### config.mk
export PLATFORM = sky130hd
export DESIGN_NAME = gpio_event_monitor
export DESIGN_NICKNAME = d
export VERILOG_FILES = /design/src/rtl/gpio_event_monitor.sv
export SDC_FILE = /design/constraint.sdc
export NUM_CORES = 1
export LEC_CHECK = 0
export BUFFER_PORTS_ARGS = -buffer_cell sky130_fd_sc_hd__buf_2
export CAP_MARGIN = 20
export CORE_MARGIN = 2
export CORE_UTILIZATION = 35
export CTS_CLUSTER_SIZE = 20
export DETAILED_ROUTE_END_ITERATION = 16
export SYNTH_ARGS = -nofsm -noshare
export SYNTH_HDL_FRONTEND = slang
export SYNTH_SLANG_ARGS = --single-unit
### constraint.sdc
create_clock -name clk -period 8.5 [get_ports clk]
set_input_delay 1.275 -clock clk [delete_from_list [all_inputs] [get_ports clk]]
set_output_delay 1.275 -clock clk [all_outputs]
set_load 0.1 [all_outputs]
### src/rtl/gpio_event_monitor.sv
`default_nettype none
// ============================================================================
// Module   : gpio_event_monitor
// Purpose  : Simulation/debug helper that watches a GPIO output bus. Every
//            change on the bus is time-stamped with a free-running cycle
//            counter and queued in a first-word-fall-through FIFO that is
//            drained over a valid/ready interface. Dropped events are counted,
//            and a sticky idle timeout flags that the bus has stopped moving.
// Ports    :
//   clk        in   1                 system clock
//   reset      in   1                 synchronous active-high reset
//   gpio_in    in   WIDTH             monitored bus (already synchronous)
//   clear      in   1                 soft clear of FIFO and status
//   evt_valid  out  1                 FIFO head holds an event
//   evt_ready  in   1                 consumer takes the head this cycle
//   evt_data   out  WIDTH             bus value of the head event
//   evt_time   out  TS_WIDTH          cycle count when head event was captured
//   evt_count  out  $clog2(DEPTH)+1   events currently stored
//   overflow   out  1                 sticky: at least one event dropped
//   drop_count out  16                dropped events, saturating
//   timeout    out  1                 sticky idle-timeout flag
// Revision : 1.0 - initial release
// ============================================================================
module gpio_event_monitor #(
  parameter int WIDTH    = 5,
  parameter int DEPTH    = 16,
  parameter int TS_WIDTH = 32,
  parameter int TIMEOUT  = 5000
) (
  input  logic                       clk,
  input  logic                       reset,
  input  logic [WIDTH-1:0]           gpio_in,
  input  logic                       clear,
  output logic                       evt_valid,
  input  logic                       evt_ready,
  output logic [WIDTH-1:0]           evt_data,
  output logic [TS_WIDTH-1:0]        evt_time,
  output logic [$clog2(DEPTH):0]     evt_count,
  output logic                       overflow,
  output logic [15:0]                drop_count,
  output logic                       timeout
);

  localparam int c_AW = $clog2(DEPTH);
  localparam int c_CW = c_AW + 1;

  // --------------------------------------------------------------------------
  // State
  // --------------------------------------------------------------------------
  logic [TS_WIDTH-1:0] r_cycle_cnt;
  logic [WIDTH-1:0]    r_prev;
  logic [WIDTH-1:0]    r_mem_data [DEPTH];
  logic [TS_WIDTH-1:0] r_mem_time [DEPTH];
  // One extra pointer bit separates full (MSBs differ) from empty (equal).
  logic [c_AW:0]       r_wr_ptr;
  logic [c_AW:0]       r_rd_ptr;
  logic                r_overflow;
  logic [15:0]         r_drop_count;
  logic                r_timeout;

  logic                w_change;
  logic                w_empty;
  logic                w_full;
  logic                w_pop;
  logic                w_push;
  logic                w_drop;
  logic [c_CW-1:0]     w_count;

  // --------------------------------------------------------------------------
  // Combinational control
  // --------------------------------------------------------------------------
  always_comb begin
    w_change = (gpio_in != r_prev);
    w_count  = r_wr_ptr - r_rd_ptr;
    w_empty  = (r_wr_ptr == r_rd_ptr);
    w_full   = (w_count == c_CW'(DEPTH));
    // clear overrides both FIFO operations in the same cycle.
    w_pop    = !w_empty && evt_ready && !clear;
    // A pop in the same cycle frees the slot, so a full FIFO still accepts.
    w_push   = w_change && !clear && (!w_full || w_pop);
    w_drop   = w_change && !clear && w_full && !w_pop;
  end

  // --------------------------------------------------------------------------
  // Free-running timestamp and previous-value register
  // --------------------------------------------------------------------------
  always_ff @(posedge clk) begin
    if (reset) begin
      r_cycle_cnt <= '0;
      r_prev      <= '0;
    end else begin
      r_cycle_cnt <= r_cycle_cnt + 1'b1;
      r_prev      <= gpio_in;
    end
  end

  // --------------------------------------------------------------------------
  // FIFO storage (no reset needed; validity is tracked by the pointers)
  // --------------------------------------------------------------------------
  always_ff @(posedge clk) begin
    if (!reset && w_push) begin
      r_mem_data[r_wr_ptr[c_AW-1:0]] <= gpio_in;
      r_mem_time[r_wr_ptr[c_AW-1:0]] <= r_cycle_cnt;
    end
  end

  // --------------------------------------------------------------------------
  // FIFO pointers and overflow accounting
  // --------------------------------------------------------------------------
  always_ff @(posedge clk) begin
    if (reset || clear) begin
      r_wr_ptr     <= '0;
      r_rd_ptr     <= '0;
      r_overflow   <= 1'b0;
      r_drop_count <= '0;
    end else begin
      if (w_push) begin
        r_wr_ptr <= r_wr_ptr + 1'b1;
      end
      if (w_pop) begin
        r_rd_ptr <= r_rd_ptr + 1'b1;
      end
      if (w_drop) begin
        r_overflow <= 1'b1;
        if (r_drop_count != 16'hFFFF) begin
          r_drop_count <= r_drop_count + 16'd1;
        end
      end
    end
  end

  // --------------------------------------------------------------------------
  // Idle timeout
  // --------------------------------------------------------------------------
  generate
    if (TIMEOUT > 0) begin : g_timeout_en
      localparam int c_IW = (TIMEOUT > 1) ? $clog2(TIMEOUT + 1) : 1;
      localparam logic [c_IW-1:0] c_TO_MAX  = c_IW'(TIMEOUT);
      localparam logic [c_IW-1:0] c_TO_LAST = c_IW'(TIMEOUT - 1);

      logic [c_IW-1:0] r_idle_cnt;

      always_ff @(posedge clk) begin
        if (reset || clear) begin
          r_idle_cnt <= '0;
          r_timeout  <= 1'b0;
        end else if (w_change) begin
          // A change restarts the idle window but does not clear the flag.
          r_idle_cnt <= '0;
        end else begin
          if (r_idle_cnt == c_TO_LAST) begin
            r_timeout <= 1'b1;
          end
          if (r_idle_cnt != c_TO_MAX) begin
            r_idle_cnt <= r_idle_cnt + 1'b1;
          end
        end
      end
    end else begin : g_timeout_dis
      always_ff @(posedge clk) begin
        r_timeout <= 1'b0;
      end
    end
  endgenerate

  // --------------------------------------------------------------------------
  // Outputs
  // --------------------------------------------------------------------------
  always_comb begin
    evt_valid  = !w_empty;
    evt_data   = r_mem_data[r_rd_ptr[c_AW-1:0]];
    evt_time   = r_mem_time[r_rd_ptr[c_AW-1:0]];
    evt_count  = w_count;
    overflow   = r_overflow;
    drop_count = r_drop_count;
    timeout    = r_timeout;
  end

endmodule
`default_nettype wire

==> summary.txt <==
Logic synthesis
  – Yosys reg bits: 674
  – Main area contributors after synthesis: edfxtp_1 68%, mux4_2 16%, dfxtp_1 6.3%
  – Yosys top cell area share: 68.2%
  – Number of synthesized flops with an enable pin: 592
  – Top_reg_cell synth: edfxtp_1
  – Post-Syn Area: 26,100 µm²
  – Asr flop ratio synth: 0%
  – Netlist cell types: 48
  – Area leader, netlist: edfxtp_1
  – Mapped Cells: 1,278
  – Avg Inst Size Synth: 20.4 µm²
  – Ys Warns: 0
  – Seq/Total Area, Yosys: 74.5%
  – Syn Nets: 1,301

Power and ir drop
  – Switching power: 1430 µW
  – Gate power share: 2.6%
  – Max VDD drop: 147 µV
  – Part of the power in the clock network: 45.2%
  – Register share of total power: 52.2%
  – P_int: 5440 µW
  – Switching Share: 20.8%
  – Leakage power: 0.00931 µW
  – Cell Pwr Density: 228 nW/µm²

Global route
  – Vias in the first global route: 13,300
  – Global-route wire length before repair: 86.0 mm
  – Overflow after GRT: 0
  – Largest net degree at the start of global routing: 100
  – Gr usage total: 15.1%
  – Initial antenna violation count: 3

STA
  – Final setup viols: 0
  – RSZ-0062 raised after global routing: false
  – Final WS setup: 3.64 ns
  – Final Cycle Share: 57.1%
  – Layout Skew: 0.0235 ns
  – FMAX: 206 MHz
  – Final Critical Period: 4.86 ns
  – Pins Over Slew Limit: 0
  – Setup TNS: 0 ns
  – Relative slew slack: 29.8%
  – Slew at the pin closest to its max-slew limit: 1.05 ns
  – Final-report hold violation count: 0

Clock tree
  – CTS Buf Count: 70
  – Resize count post-CTS: 0
  – Clock Path Buffers: 3
  – Root buffer cell: clkbuf_16
  – Post-cts hold buffer count: 0
  – CTS tree: built
  – H-tree levels: 3
  – Clk_lat worst skew: 0.62 ns
  – TritonCTS Sinks: 674
  – Post-CTS setup buffer count: 0
  – Clock slew at reported path FFs: 0.06 ns

Place
  – Final Wtd Congestion: 0.705
  – Pre-CTS setup slack: 4.09 ns
  – DP HPWL: 28.7 mm
  – Port bufs: 69

Drt
  – Via count: 12,600
  – 1st-iter DRT viols: 1,214
  – Vias per std cell: 5.23
  – DRC: 0
  – Post-DRT Antenna Nets: 0
  – WL per Instance: 23.7 µm
  – Drt pass-1 iters: 7
  – Routed Wire Length: 57.3 mm

Die
  – Chip Width: 277 µm
  – Full die area: 76,600 µm²
  – Die height: 277 µm
  – Num rows: 100
  – Initial Utilization: 35.2%
  – Core ar.: 74,100 µm²
  – Ports: 70

Cells and area
  – NumNets Final: 1,415
  – Most common cell after layout, fill and taps aside: edfxtp_1
  – Fin util: 40.6%
  – Layout area overhead: 15.5%
  – Sequential Area: 19,400 µm²
  – Layout filler cell count: 6,514
  – Ratio of cells with drive above 1 in the final layout: 29.0%
  – Most frequent cells in the layout: 592 x edfxtp_1, 185 x mux4_2, 78 x dfxtp_1, 70 x clkbuf_16, 69 x buf_2
  – Multi-input logic area: 6450 µm²

Worst setup path
  – Critical-path cell list: buf_4, mux4_2, mux4_2, buf_2
  – WP data arrival: 3.58 ns
  – CP dominant cell by count: mux4_2
  – Crit path required time: 7.22 ns
  – Max FO, Critical Path: 68
  – WS Path Type: reg -> out
  – Critical path's largest stage delay: 0.87 ns
  – Worst setup EP type: primary output
  – CP max-delay cell: buf_4
  – Reg2Reg Setup Slack: 4.52 ns
  – Worst setup SP type: flip-flop

Run status
  – Outcome: completed

Run
  – Max-capacitance violation count: 0

Worst hold path
  – Worst min path class: reg -> reg
registers in the layout, indices dropped and copies added (netlist names), named ones only:
| register | cells |
|---|---|
| timeout | 1 |
| r_prev | 5 |
| drop_count | 16 |
| r_mem_data | 80 |
| r_wr_ptr | 5 |
| r_rd_ptr | 5 |
| g_timeout_en.r_idle_cnt | 13 |
| r_mem_time | 512 |
| r_cycle_cnt | 32 |
| overflow | 1 |
metrics by stage:
stage	hold WS (ns)	power, µW	cells	cell area (µm²)
4_1_cts	0.483	6940	2414	30100
2_1_floorplan	0.484	3790	1278	26100
6_report	0.471	6870	2416	30100
3_3_place_gp	0.460	3830	2288	27700
5_1_grt	0.522	7070	2415	30100
3_5_place_dp	0.467	3840	2288	27700
path summary, 6_finish.rpt:
check,startpoint,to,cells past startpoint
setup / recovery,flip-flop,evt_time[11],4
hold / removal,overflow,overflow,2
setup reg to reg,r_wr_ptr[2],r_mem_time[4][5],9
hold reg to reg,overflow,overflow,2
layout make-up:
class                      instances  share of cell area, %
timing repair buffer              97                   1.95
sequential                       674                   64.6
tap                              969                   4.03
multi-input combinational        534                   21.4
antenna                            1                0.00832
clock buffer                      92                   6.33
clock inverter                    34                   1.48
inverter                          15                  0.187
logic make-up after synthesis:
family / after synthesis / share of synthesized area [%]
buf+inv: 70 / 1.11
compound gates: 57 / 1.39
simple gates: 227 / 4.54
flops: 674 / 74.5
xor+xnor: 49 / 1.65
fa+ha+maj: 14 / 0.701
mux: 187 / 16.1
power by group through the flow:
stage          logic [µW]  registers, µW  clock network [µW]
2_1_floorplan         134           3650                   0
3_3_place_gp          180           3650                   0
3_5_place_dp          180           3660                   0
4_1_cts               181           3590                3180
5_1_grt               187           3590                3300
6_report              177           3590                3100
critical path, delay by kind of cell (launching register included):
family / cells / cell delay [ns]
multiplexers: 2 / 0.95
buffers and inverters: 2 / 1.19
flip-flops: 1 / 0.70
cells in the mapped netlist, drive strengths merged (3+ instances only):
cell	instances
edfxtp	592
mux4	185
dfxtp	82
nor2	70
clkbuf	34
nand3	32
xor2	30
a21oi	26
buf	21
or3	21
nand2	20
nand4	20
xnor2	19
o21ai	18
inv	15
ha	13
nor3	13
and3	9
nand2b	7
nor2b	7
nor4	6
or4	6
and2	4
and4	4
o31ai	4
o211ai	3
or2	3
routing by layer:
layer | wire length, µm | global-route usage [%] | vias up
li1 | - | - | 5490
met1 | 24900 | 20.5 | 6778
met2 | 28600 | 25.0 | 298
met3 | 2860 | 2.73 | 66
met4 | 865 | 4.01 | 2
met5 | 7 | 0 | -
Power figures use the tool's default switching activity.
